[config.mk]
export PLATFORM = sky130hd
export DESIGN_NAME = ram_port_arbiter
export DESIGN_NICKNAME = d
export VERILOG_FILES = /design/src/rtl/ram_arb_pkg.sv /design/src/rtl/ram_rd_tag_pipe.sv /design/src/rtl/ram_port_arbiter.sv
export SDC_FILE = /design/constraint.sdc
export NUM_CORES = 1
export LEC_CHECK = 0
export BUFFER_PORTS_ARGS = -buffer_cell sky130_fd_sc_hd__buf_2
export CAP_MARGIN = 20
export CORE_AREA = 8 8 72 74
export DETAILED_ROUTE_END_ITERATION = 8
export DIE_AREA = 0 0 80 82
export PLACE_DENSITY = 0.77
export SLEW_MARGIN = 20
export SYNTH_ARGS = -nofsm -noshare
export SYNTH_HDL_FRONTEND = slang
export SYNTH_SLANG_ARGS = --single-unit
export TNS_END_PERCENT = 50
[constraint.sdc]
create_clock -name clk -period 1.6 [get_ports clk]
set_input_delay 0.24 -clock clk [delete_from_list [all_inputs] [get_ports clk]]
set_output_delay 0.24 -clock clk [all_outputs]
set_load 0.02 [all_outputs]
[src/rtl/ram_arb_pkg.sv]
// Shared types and defaults for the two-port RAM arbiter and its read tag pipeline.
package ram_arb_pkg;

  localparam int AW_DEF  = 10;
  localparam int DW_DEF  = 32;
  localparam int NUM_REQ = 2;

  typedef logic req_id_t;

  typedef struct packed {
    logic    valid;
    req_id_t id;
  } rd_tag_t;

endpackage

[src/rtl/ram_rd_tag_pipe.sv]
// Read tag shift register: remembers which requester issued each in-flight read
// and routes the RAM output back to that requester RD_LAT cycles later.
module ram_rd_tag_pipe
  import ram_arb_pkg::*;
#(
  parameter int RD_LAT = 1,
  parameter int DW     = DW_DEF
) (
  input  logic               clk,
  input  logic               rst,
  input  logic               rd_acc_i,
  input  req_id_t            rd_id_i,
  input  logic [DW-1:0]      ram_q_i,
  output logic [NUM_REQ-1:0] rsp_valid_o,
  output logic [DW-1:0]      rsp_rdata_o
);

  rd_tag_t           tag_in;
  rd_tag_t           tag_out;
  logic [RD_LAT-1:0] vld_q;
  logic [RD_LAT-1:0] vld_d;
  req_id_t           id_q [RD_LAT];
  req_id_t           id_d [RD_LAT];

  assign tag_in = '{valid: rd_acc_i, id: rd_id_i};

  always_comb begin
    vld_d[0] = tag_in.valid;
    id_d[0]  = tag_in.id;
    for (int i = 1; i < RD_LAT; i++) begin
      vld_d[i] = vld_q[i-1];
      id_d[i]  = id_q[i-1];
    end
  end

  // Stage boundary: only the valid bits need reset; ids are qualified by them.
  always_ff @(posedge clk) begin
    if (rst) vld_q <= '0;
    else     vld_q <= vld_d;
  end

  always_ff @(posedge clk) begin
    for (int i = 0; i < RD_LAT; i++) id_q[i] <= id_d[i];
  end

  assign tag_out = '{valid: vld_q[RD_LAT-1], id: id_q[RD_LAT-1]};

  // Gating with rst keeps a response from leaking out in the reset cycle itself.
  always_comb begin
    rsp_valid_o = '0;
    rsp_rdata_o = '0;
    if (tag_out.valid && !rst) begin
      rsp_valid_o[tag_out.id] = 1'b1;
      rsp_rdata_o             = ram_q_i;
    end
  end

endmodule

[src/rtl/ram_port_arbiter.sv]
// Round-robin arbiter sharing one single-port RAM between two requesters.
// Optional saturating grant/conflict counters are enabled with RAM_ARB_STATS_EN.
module ram_port_arbiter
  import ram_arb_pkg::*;
#(
  parameter int AW     = AW_DEF,
  parameter int DW     = DW_DEF,
  parameter int RD_LAT = 1
) (
  input  logic                       clk,
  input  logic                       rst,
  input  logic [NUM_REQ-1:0]         req_valid,
  input  logic [NUM_REQ-1:0]         req_we,
  input  logic [NUM_REQ-1:0][AW-1:0] req_addr,
  input  logic [NUM_REQ-1:0][DW-1:0] req_wdata,
  output logic [NUM_REQ-1:0]         req_ready,
  output logic [NUM_REQ-1:0]         rsp_valid,
  output logic [DW-1:0]              rsp_rdata,
  output logic [AW-1:0]              ram_address,
  output logic [DW-1:0]              ram_data,
  output logic                       ram_wren,
  input  logic [DW-1:0]              ram_q
`ifdef RAM_ARB_STATS_EN
  ,
  output logic [NUM_REQ-1:0][15:0]   stat_grants,
  output logic [15:0]                stat_conflicts
`endif
);

  logic    gnt_vld;
  req_id_t gnt_id;
  req_id_t rr_last_q;
  req_id_t rr_last_d;

  // Under contention the requester not served last wins; otherwise the lone one.
  always_comb begin
    gnt_vld   = |req_valid;
    gnt_id    = (&req_valid) ? ~rr_last_q : req_valid[1];
    req_ready = '0;
    if (gnt_vld) req_ready[gnt_id] = 1'b1;
    rr_last_d = gnt_vld ? gnt_id : rr_last_q;
  end

  always_ff @(posedge clk) begin
    if (rst) rr_last_q <= 1'b1;
    else     rr_last_q <= rr_last_d;
  end

  always_comb begin
    ram_address = '0;
    ram_data    = '0;
    ram_wren    = 1'b0;
    if (gnt_vld) begin
      ram_address = req_addr[gnt_id];
      ram_data    = req_wdata[gnt_id];
      ram_wren    = req_we[gnt_id];
    end
  end

  ram_rd_tag_pipe #(
    .RD_LAT (RD_LAT),
    .DW     (DW)
  ) u_tag_pipe (
    .clk         (clk),
    .rst         (rst),
    .rd_acc_i    (gnt_vld && !req_we[gnt_id]),
    .rd_id_i     (gnt_id),
    .ram_q_i     (ram_q),
    .rsp_valid_o (rsp_valid),
    .rsp_rdata_o (rsp_rdata)
  );

`ifdef RAM_ARB_STATS_EN
  function automatic logic [15:0] sat_inc(input logic [15:0] v);
    return (v == 16'hFFFF) ? v : v + 16'd1;
  endfunction

  logic [NUM_REQ-1:0][15:0] grants_q;
  logic [NUM_REQ-1:0][15:0] grants_d;
  logic [15:0]              confl_q;
  logic [15:0]              confl_d;

  always_comb begin
    grants_d = grants_q;
    confl_d  = confl_q;
    if (gnt_vld)    grants_d[gnt_id] = sat_inc(grants_q[gnt_id]);
    if (&req_valid) confl_d = sat_inc(confl_q);
  end

  always_ff @(posedge clk) begin
    if (rst) begin
      grants_q <= '0;
      confl_q  <= '0;
    end else begin
      grants_q <= grants_d;
      confl_q  <= confl_d;
    end
  end

  assign stat_grants    = grants_q;
  assign stat_conflicts = confl_q;
`endif

endmodule

======== Word level (Yosys, flattened, before mapping) ========
Memories as Yosys holds them, arrays and structs flattened.
Index checks and enable logic that the tools add are counted.
word-level totals
  register bits ........................... 2
  bits in writable memories ............... 1
  output and inout port bits .............. 79
  word-level logic and storage cells ...... 33
  memories kept ........................... 1
cells by class
  $lt $le $gt $ge ......................... 4
  mux-type cells .......................... 17
  bitwise gates (word level) .............. 1
  reductions and logical operators ........ 8
memories
  name             words  bits a word  rd ports  clocked after Yosys merged registers in  write ports  line                   text
  u_tag_pipe.id_q  1      1            1         0                                        1            ram_rd_tag_pipe.sv:22  req_id_t id_q [RD_LAT];
operators by type and width
  kind                                                        count
  two-way mux 32 bit                                          4
  two-way mux 10 bit                                          3
  two-way mux 1 bit                                           6
  logical AND 1 bit                                           4
  less-than comparator 1 x 2 -> 1 bit, second input constant  2
  two-way mux 2 bit                                           2
  demux 1 bit (select 1 bit)                                  2
  >= comparator 1 bit, second input constant                  2
  logical NOT 1 bit                                           2
  AND reduction 2 bit                                         1
  OR reduction 2 bit                                          1
  inverter 1 bit                                              1

======== Longest topological paths before layout ========
Gate-level depths: netlist of the first run.
  word-level depth ........................ 7
  depth in mapped cells ................... 5
  mapped depth without buffers ............ 3

======== Hierarchy ========
From an unflattened synthesis of the first run, not the netlist that was laid out.
second synthesis, totals
  cells, all modules ...................... 111
  area, all modules ....................... 1,074.8 sq um
by module, submodules not included
  module            instances  cells each  area each (sq um)
  ram_port_arbiter  1          68          685.7
  ram_rd_tag_pipe   1          43          389.1

======== Worst setup path before layout of the first run ========
No wires, ideal clock.
  kind .................................... register to output
  start point ............................. reg rr_last_q
  end point ............................... out ram_address[0]
  arrival ................................. 1.113 ns
  required time ........................... 1.360 ns
  slack ................................... 0.247 ns
  stages on the path, launching flop included .. 5
  buffers on the path ..................... 1
  path through ............................ dfxtp_1 -> inv_1 -> a21boi_4 -> buf_2 -> a22o_1
on the way
  longest elaborated chain between the ends .. 5
RTL lines
  item                                                   line                    text
  start: declaration                                     ram_port_arbiter.sv:32  req_id_t rr_last_q;
  start signal: assignment                               ram_port_arbiter.sv:46  else rr_last_q <= rr_last_d;
  inverter 1 bit                                         ram_port_arbiter.sv:38  gnt_id = (&req_valid) ? ~rr_last_q : req_valid[1];
  two-way mux 1 bit                                      ram_port_arbiter.sv:38
  two-way mux 10 bit (not written as such) (2 in a row)  ram_port_arbiter.sv:54  ram_address = req_addr[gnt_id];
  two-way mux 10 bit                                     ram_port_arbiter.sv:53  if (gnt_vld) begin
  end: declaration                                       ram_port_arbiter.sv:19  output logic [AW-1:0] ram_address,
Every way passes these cells. The select of a mux whose other input is x is not followed.

======== Worst setup path after layout of the first run ========
  start point ............................. reg rr_last_q
  end point ............................... out ram_data[4]
on the way
  longest elaborated chain between the ends .. 5
RTL lines
  item                                                   line                    text
  inverter 1 bit                                         ram_port_arbiter.sv:38
  two-way mux 1 bit                                      ram_port_arbiter.sv:38
  two-way mux 32 bit (not written as such) (2 in a row)  ram_port_arbiter.sv:55  ram_data = req_wdata[gnt_id];
  two-way mux 32 bit                                     ram_port_arbiter.sv:53
  end: declaration                                       ram_port_arbiter.sv:20  output logic [DW-1:0] ram_data,
Every way passes these cells. The select of a mux whose other input is x is not followed.

==> impl_metrics.ini, run 1 <==
[sta]
drv_slew = 0
finalWorstSetupSlack_ns = -0.0171
worst_pin_slew_ns = 0.206
setup_violations = 3
maxSlewHeadroom_pct = 86.2
timing.fmax_mhz = 618
hold_viol = 0
fin_crit_sh_pct = 101
fin_skew_ns = 0.00411
period_minus_slack_ns = 1.62
grt_setup_unrepaired = yes

[drt]
drtPass1Iterations = 4
vias_per_cell = 4.56
drt_wl_total_um = 5890
ant_nets = 0
drt_iter0_markers = 72
dr_total_vias = 1619
routedWlPerCell_um = 16.6
drc_errors = 0

[worst_setup_path]
reg2reg_from = rr_last_q
regToRegEndpoint = u_tag_pipe.vld_q
max_stage_delay_ns = 0.33
crit_fanout = 8
path_cells = nand2_2 -> and2_4 -> clkbuf_16 -> a22o_1 -> buf_2
critPathArrivalTime_ns = 1.38
rrSetupSlack_ns = 0.56
r2r_cells = 4
startpoint = rr_last_q
start_kind = flip-flop
worstSetupPathType = reg -> out
cpMaxStageDelayCell = dfxtp_2
crit_buf_inv = 2
crit_path_end_kind = output pin
cp.required_ns = 1.36
crit_family = buffers and inverters

[placed_design]
gp_routability_congestion = 0.776
placedInstanceArea_sq_um = 1860
io_buffers = 200
dp_cells = 347
dpl.hpwl_um = 4700

[yosys]
netlist_area_sq_um = 812
ys_seq_elements = 3
postSynthCellCount = 103
ys_seq_area_share_pct = 7.40
yosysWarningCount = 0
syn_nets = 225
ys_types = 14
syn_avg_cell_area_sq_um = 7.88

[global_routing]
grt.overflow.total = 0
grt_first_pass_wirelength_um = 7750
grtUsageTotal_pct = 14.5
grt_max_degree = 46
antenna_found_initial = 0
grt_pass1_vias = 1580

[finish]
n_antenna_cell = 0
design_area_sq_um = 2120
instances_no_fill = 355
fillers = 403
layout_commonest_cell = buf_2
final_cell_mix = 181 x buf_2, 43 x a22o_1, 34 x and2_1
drive_gt1_share_pct = 71.3
areaGrowthSynthToFinish_pct = 161
final_nets = 426

[clock_tree]
ctsHoldBuffers = 0
cts-root-buf = clkbuf_8
clock_latency_ns = 0.22
cts_tree = yes
cts.htree.levels = 1
clockBufferDepth = 2
path_clk_slew_ns = 0.03
numCtsBuffers = 3
clkSinkCount = 3

[pwr]
power_density_nw_per_um2 = 488
max-vdd-ir-drop_mv = 0.256
p_leak_nw = 1.34

[floorplan]
core_area_sq_um = 4140
placement_rows = 24
die-width_um = 80
dieArea_sq_um = 6560
boundaryPins = 201
initial_core_util_pct = 19.6
die_height_um = 82

[status]
outcome = complete, but fails checks
violations = negative setup slack

[worst_hold_path]
hold_depth = 2
hold_end = rr_last_q
min_from = rst
hp-class = in -> reg

[flow_run]
drv_cap = 0
## synthesized netlist by cell type
cell | n | area share, %
nor2b_1 | 2 | 1.5
clkbuf_1 | 3 | 1.4
inv_1 | 1 | 0.46
nand2b_1 | 1 | 0.77
a22o_1 | 44 | 47
buf_2 | 4 | 2.5
and2_4 | 1 | 1.1
nand2_1 | 1 | 0.46
a21boi_4 | 1 | 2.3
o21ai_0 | 1 | 0.62
dfxtp_1 | 3 | 7.4
and2_1 | 34 | 26
nor2_1 | 2 | 0.92
buf_6 | 5 | 6.9
## area by class of cell
class / count / area, sq um / area share [%]
Multi-Input combinational cell: 87 / 672 / 31.6
Timing Repair Buffer: 208 / 1280 / 60.1
Clock buffer: 4 / 45.0 / 2.12
Inverter: 1 / 3.75 / 0.177
Tap cell: 52 / 65.1 / 3.06
Sequential cell: 3 / 61.3 / 2.89
## logic make-up (layout without fill, tap and decap cells)
logic type	after synthesis	count (layout)	share of synthesized area [%]
and+or+nand+nor	41	41	31.0
DFF	3	3	7.40
AOI/OAI and AO/OA	46	46	50.4
buffers and inverters	13	213	11.2
## flip-flops by register name (all words and copies together), names as in the netlist
| name | flops |
|---|---|
| rr_last_q | 1 |
| u_tag_pipe.id_q | 1 |
| u_tag_pipe.vld_q | 1 |
## worst max path at each step
stage	cells after the start	end
after floorplan	4	ram_address[0]
after global placement	6	ram_address[9]
after detailed placement	5	ram_address[9]
after CTS	5	ram_address[5]
after global routing	5	ram_data[0]
final	5	ram_data[4]
## layer usage
| metal | global-route usage, % | vias to the layer above | wire (um) |
|---|---|---|---|
| met4 | 2.55 | 0 | 38 |
| met5 | 0 | - | 0 |
| li1 | - | 786 | - |
| met2 | 25.3 | 104 | 2970 |
| met1 | 16.3 | 725 | 2190 |
| met3 | 5.91 | 4 | 696 |
## what timing repair did
item,CTS,global route
setup endpoints to repair,39,43
cloned,1,2
pin swaps,0,9
resized for setup,9,34
setup buffers,1,0
## where the power goes
group          switching [mW]  internal [mW]
logic                   0.362          0.371
registers             0.00248         0.0811
clock network          0.0505          0.170
## metrics by stage
stage                     setup TNS, ns  hold slack, ns  power (mW)  util (%)  worst slack [ns]
after global placement                0           0.499       0.710      44.8             0.184
after CTS                       -0.0132           0.280       0.975      47.3          -0.00952
after detailed placement              0           0.500       0.718      44.8             0.179
after floorplan                       0           0.341       0.432         -             0.247
after global routing              -1.24           0.293        1.10      51.2           -0.0613
final                           -0.0367           0.278        1.04      51.2           -0.0171
No activity file was read; power rests on OpenSTA's default activity.
==> run 2, diff against run 1 <==
RECOVER_POWER = 100   (was not set)
SKIP_LAST_GASP = 1   (was not set)
==> run 2 against run 1 <==
The flow still finishes with violations (negative setup slack). Die area unchanged. Cell count unchanged. Combinational power decreased by 2%. Routed wire length decreased by 1.4%. Cell area decreased by 1.5%. Clock skew about the same. Maximum frequency increased by 0.53%. First-iteration DRC count increased by 4.2%. Clock power about the same. Register-to-register slack about the same. Critical endpoint is now ram_data[11]. Highest routed layer unchanged.
==> impl_metrics.ini, run 2 (same netlist as run 1, synthesis figures left out) <==
[status]
outcome = complete, but fails checks
violations = negative setup slack

[finish]
final_nets = 426
drive_gt1_share_pct = 71.0
final_cell_mix = 181 x buf_2, 44 x a22o_1, 34 x and2_1
layout_commonest_cell = buf_2
instances_no_fill = 355
areaGrowthSynthToFinish_pct = 158
reg.largest.list = rr_last_q: 1 flops, u_tag_pipe.id_q: 1 flops, u_tag_pipe.vld_q: 1 flops
n_antenna_cell = 0
fillers = 407
design_area_sq_um = 2090

[pwr]
power_density_nw_per_um2 = 489
p_leak_nw = 1.33
fin_total_pwr_mw = 1.02
max-vdd-ir-drop_mv = 0.255

[sta]
timing.fmax_mhz = 622
fin_tns_setup_ns = -0.0115
fin_crit_sh_pct = 101
maxSlewHeadroom_pct = 86.2
hold_viol = 0
finalWorstSetupSlack_ns = -0.00856
grt_setup_unrepaired = yes
fin_skew_ns = 0.00398
period_minus_slack_ns = 1.61
drv_slew = 0
setup_violations = 3
worst_pin_slew_ns = 0.206

[drt]
drtPass1Iterations = 4
dr_total_vias = 1631
vias_per_cell = 4.59
drc_errors = 0
ant_nets = 0
routedWlPerCell_um = 16.4
drt_iter0_markers = 75
drt_wl_total_um = 5810

[clock_tree]
clock_latency_ns = 0.22
path_clk_slew_ns = 0.03
cts_tree = yes
cts-root-buf = clkbuf_8
ctsHoldBuffers = 0
clkSinkCount = 3
numCtsBuffers = 3
cts.htree.levels = 1
clockBufferDepth = 2

[flow_run]
drv_cap = 0

[floorplan]
die-width_um = 80
core_area_sq_um = 4140
die_height_um = 82
boundaryPins = 201
placement_rows = 24
dieArea_sq_um = 6560
initial_core_util_pct = 19.6

[placed_design]
dpl.hpwl_um = 4700
place_ws_ns = 0.179
io_buffers = 200
gp_routability_congestion = 0.776
dp_cells = 347
placedInstanceArea_sq_um = 1860

[global_routing]
grt_max_degree = 46
grt.overflow.total = 0
grt_pass1_vias = 1580
grt_first_pass_wirelength_um = 7740
antenna_found_initial = 0
grtUsageTotal_pct = 14.5

[worst_hold_path]
hp-class = in -> reg

[worst_setup_path]
worstSetupPathType = reg -> out
critPathArrivalTime_ns = 1.37
crit_path_end_kind = output pin
crit_fanout = 8
rrSetupSlack_ns = 0.56
cp.required_ns = 1.36
start_kind = flip-flop
## run 2: cell count changes in the layout (fill, tap and decap cells not counted)
cell | previous run | this run
a22o_1 | 43 | 44
a22o_4 | 1 | 0
buf_6 | 20 | 14
buf_4 | 1 | 7
## run 2: path summary, 6_finish.rpt
| kind | start | to | cells after the start |
|---|---|---|---|
| max | rr_last_q | ram_data[11] | 5 |
| min | rst | rr_last_q | 2 |
| max reg2reg | rr_last_q | u_tag_pipe.vld_q | 4 |
| min reg2reg | rr_last_q | rr_last_q | 2 |
## run 2: through the flow
stage / hold slack [ns] / utilization (%)
global route: 0.293 / 50.5
global placement: 0.499 / 44.8
floorplan: 0.341 / -
detailed placement: 0.500 / 44.8
CTS: 0.280 / 47.1
finish: 0.278 / 50.5
## run 2: what timing repair did
action,in CTS,in global routing
gates resized for setup,7,29
buffers inserted,1,0
pin swaps,0,5
setup endpoints to repair,39,43
gates cloned,1,2
## run 2: worst max-delay path, cell delays in order (launching register included)
cell	delay (ns)
dfxtp_2	0.33
nand2_2	0.05
and2_4	0.21
clkbuf_16	0.18
a22o_1	0.25
buf_6	0.14
## run 2: power breakdown
part | internal [mW] | leakage [nW] | switching, mW
registers | 0.0811 | 0.0247 | 0.00248
clock network | 0.170 | 0.0228 | 0.0504
logic | 0.361 | 1.28 | 0.359
## run 2: layout make-up
type                    instances  area (sq um)  area share [%]
multi-input cells              87           663            31.7
repair buffers                208          1250            59.9
clock buffers                   4          45.0            2.15
inverters                       1          3.75           0.179
flip-flops and latches          3          61.3            2.93
well taps                      52          65.1            3.11
## run 2: metal layers
metal | part of all wire [%] | track usage (%)
met1 | 36 | 16.2
met2 | 50 | 25.3
met3 | 13 | 5.91
met4 | 0.65 | 2.55
met5 | 0 | 0
==> run 3, diff against run 2 <==
SKIP_CTS_REPAIR_TIMING = 1   (was not set)
==> run 3 against run 2 <==
Power up 4.9%. Utilization up 2.1 points. Routed wire length up 11%. Via count up 3.2%. Die area unchanged. Sequential share of layout area down 0.12 points. First-iteration DRC count down 4.0%. Critical path depth up 1. Worst setup slack worse by 0.029 ns. Critical path type unchanged. Global-route usage down 0.52 points. The run still ends with negative setup slack left. Sequential power about the same. Hold slack worse by 0.0025 ns.
==> impl_metrics.ini, run 3 (same netlist as run 1, synthesis figures left out) <==
[status]
outcome = complete, but fails checks
violations = negative setup slack

[worst_setup_path]
worstSetupPathType = reg -> out
cp.required_ns = 1.36
cpMaxStageDelayCell = dfxtp_2
critPathArrivalTime_ns = 1.40
crit_fanout = 11
crit_buf_inv = 4
crit_family = buffers and inverters
start_kind = flip-flop
max_stage_delay_ns = 0.33
path_cells = inv_1 -> a21boi_4 -> buf_12 -> buf_8 -> a22o_1 -> buf_2
r2r_cells = 5
crit_path_end_kind = output pin
cp.depth = 6

[clock_tree]
clockBufferDepth = 2
cts-root-buf = clkbuf_8
numCtsBuffers = 3
clkSinkCount = 3
clock_latency_ns = 0.22
path_clk_slew_ns = 0.03
cts.htree.levels = 1
cts_tree = yes

[floorplan]
placement_rows = 24
die-width_um = 80
dieArea_sq_um = 6560
boundaryPins = 201
core_area_sq_um = 4140
die_height_um = 82
initial_core_util_pct = 19.6

[global_routing]
grt_pass1_vias = 1552
grtUsageTotal_pct = 13.9
antenna_found_initial = 0
grt.overflow.total = 0
grt_max_degree = 46
grt_first_pass_wirelength_um = 7500

[sta]
grt_setup_unrepaired = yes
worst_pin_slew_ns = 0.194
drv_slew = 0
fin_tns_setup_ns = -0.143
period_minus_slack_ns = 1.64
hold_viol = 0
finalWorstSetupSlack_ns = -0.0372
timing.fmax_mhz = 611
fin_skew_ns = 0.00402
maxSlewHeadroom_pct = 87.0
setup_violations = 14
fin_crit_sh_pct = 102

[finish]
n_antenna_cell = 0
reg.largest.list = rr_last_q: 1 flops, u_tag_pipe.id_q: 1 flops, u_tag_pipe.vld_q: 1 flops
areaGrowthSynthToFinish_pct = 168
instances_no_fill = 359
design_area_sq_um = 2180
drive_gt1_share_pct = 71.7
fillers = 397
layout_commonest_cell = buf_2
final_nets = 430
final_cell_mix = 170 x buf_2, 43 x a22o_1, 34 x and2_1

[flow_run]
drv_cap = 0

[drt]
drtPass1Iterations = 4
ant_nets = 0
dr_total_vias = 1684
drt_wl_total_um = 6430
drc_errors = 0
drt_iter0_markers = 72
vias_per_cell = 4.69
routedWlPerCell_um = 17.9

[placed_design]
place_ws_ns = 0.179
placedInstanceArea_sq_um = 1860
dp_cells = 347
gp_routability_congestion = 0.776
dpl.hpwl_um = 4700
io_buffers = 200

[worst_hold_path]
hp-class = in -> reg
hold_depth = 2

[pwr]
p_leak_nw = 1.36
max-vdd-ir-drop_mv = 0.256
power_density_nw_per_um2 = 492
-- run 3: final timing paths --
check | startpoint | endpoint | slack, ns
min | rst | rr_last_q | 0.28
max | rr_last_q | ram_data[0] | -0.04
max reg2reg | rr_last_q | u_tag_pipe.vld_q | 0.53
min reg2reg | rr_last_q | rr_last_q | 0.54
-- run 3: where the power goes --
| part | total, mW | switching (mW) | internal (mW) |
|---|---|---|---|
| registers | 0.0838 | 0.00270 | 0.0811 |
| clock network | 0.221 | 0.0507 | 0.170 |
| logic | 0.769 | 0.377 | 0.392 |
| total | 1.07 | 0.430 | 0.643 |
-- run 3: layer usage --
layer	GRT usage, %	part of all wire [%]	up-vias
met5	0	0	-
met4	2.73	1.7	0
met3	6.24	12	13
met2	23.8	50	119
met1	15.7	36	757
li1	-	-	795
-- run 3: cell type report --
class | instances | area [sq um] | area share (%)
Clock buffer | 4 | 45.0 | 2.07
Multi-Input combinational cell | 87 | 672 | 30.8
Timing Repair Buffer | 212 | 1330 | 61.1
Tap cell | 52 | 65.1 | 2.99
Sequential cell | 3 | 61.3 | 2.81
Inverter | 1 | 3.75 | 0.172
-- run 3: metrics by stage --
stage,utilization (%),hold WS [ns],power (mW)
after floorplan,-,0.341,0.432
after global placement,44.8,0.499,0.710
after detailed placement,44.8,0.500,0.718
after CTS,45.9,0.280,0.949
after global routing,52.6,0.293,1.14
final,52.6,0.276,1.07
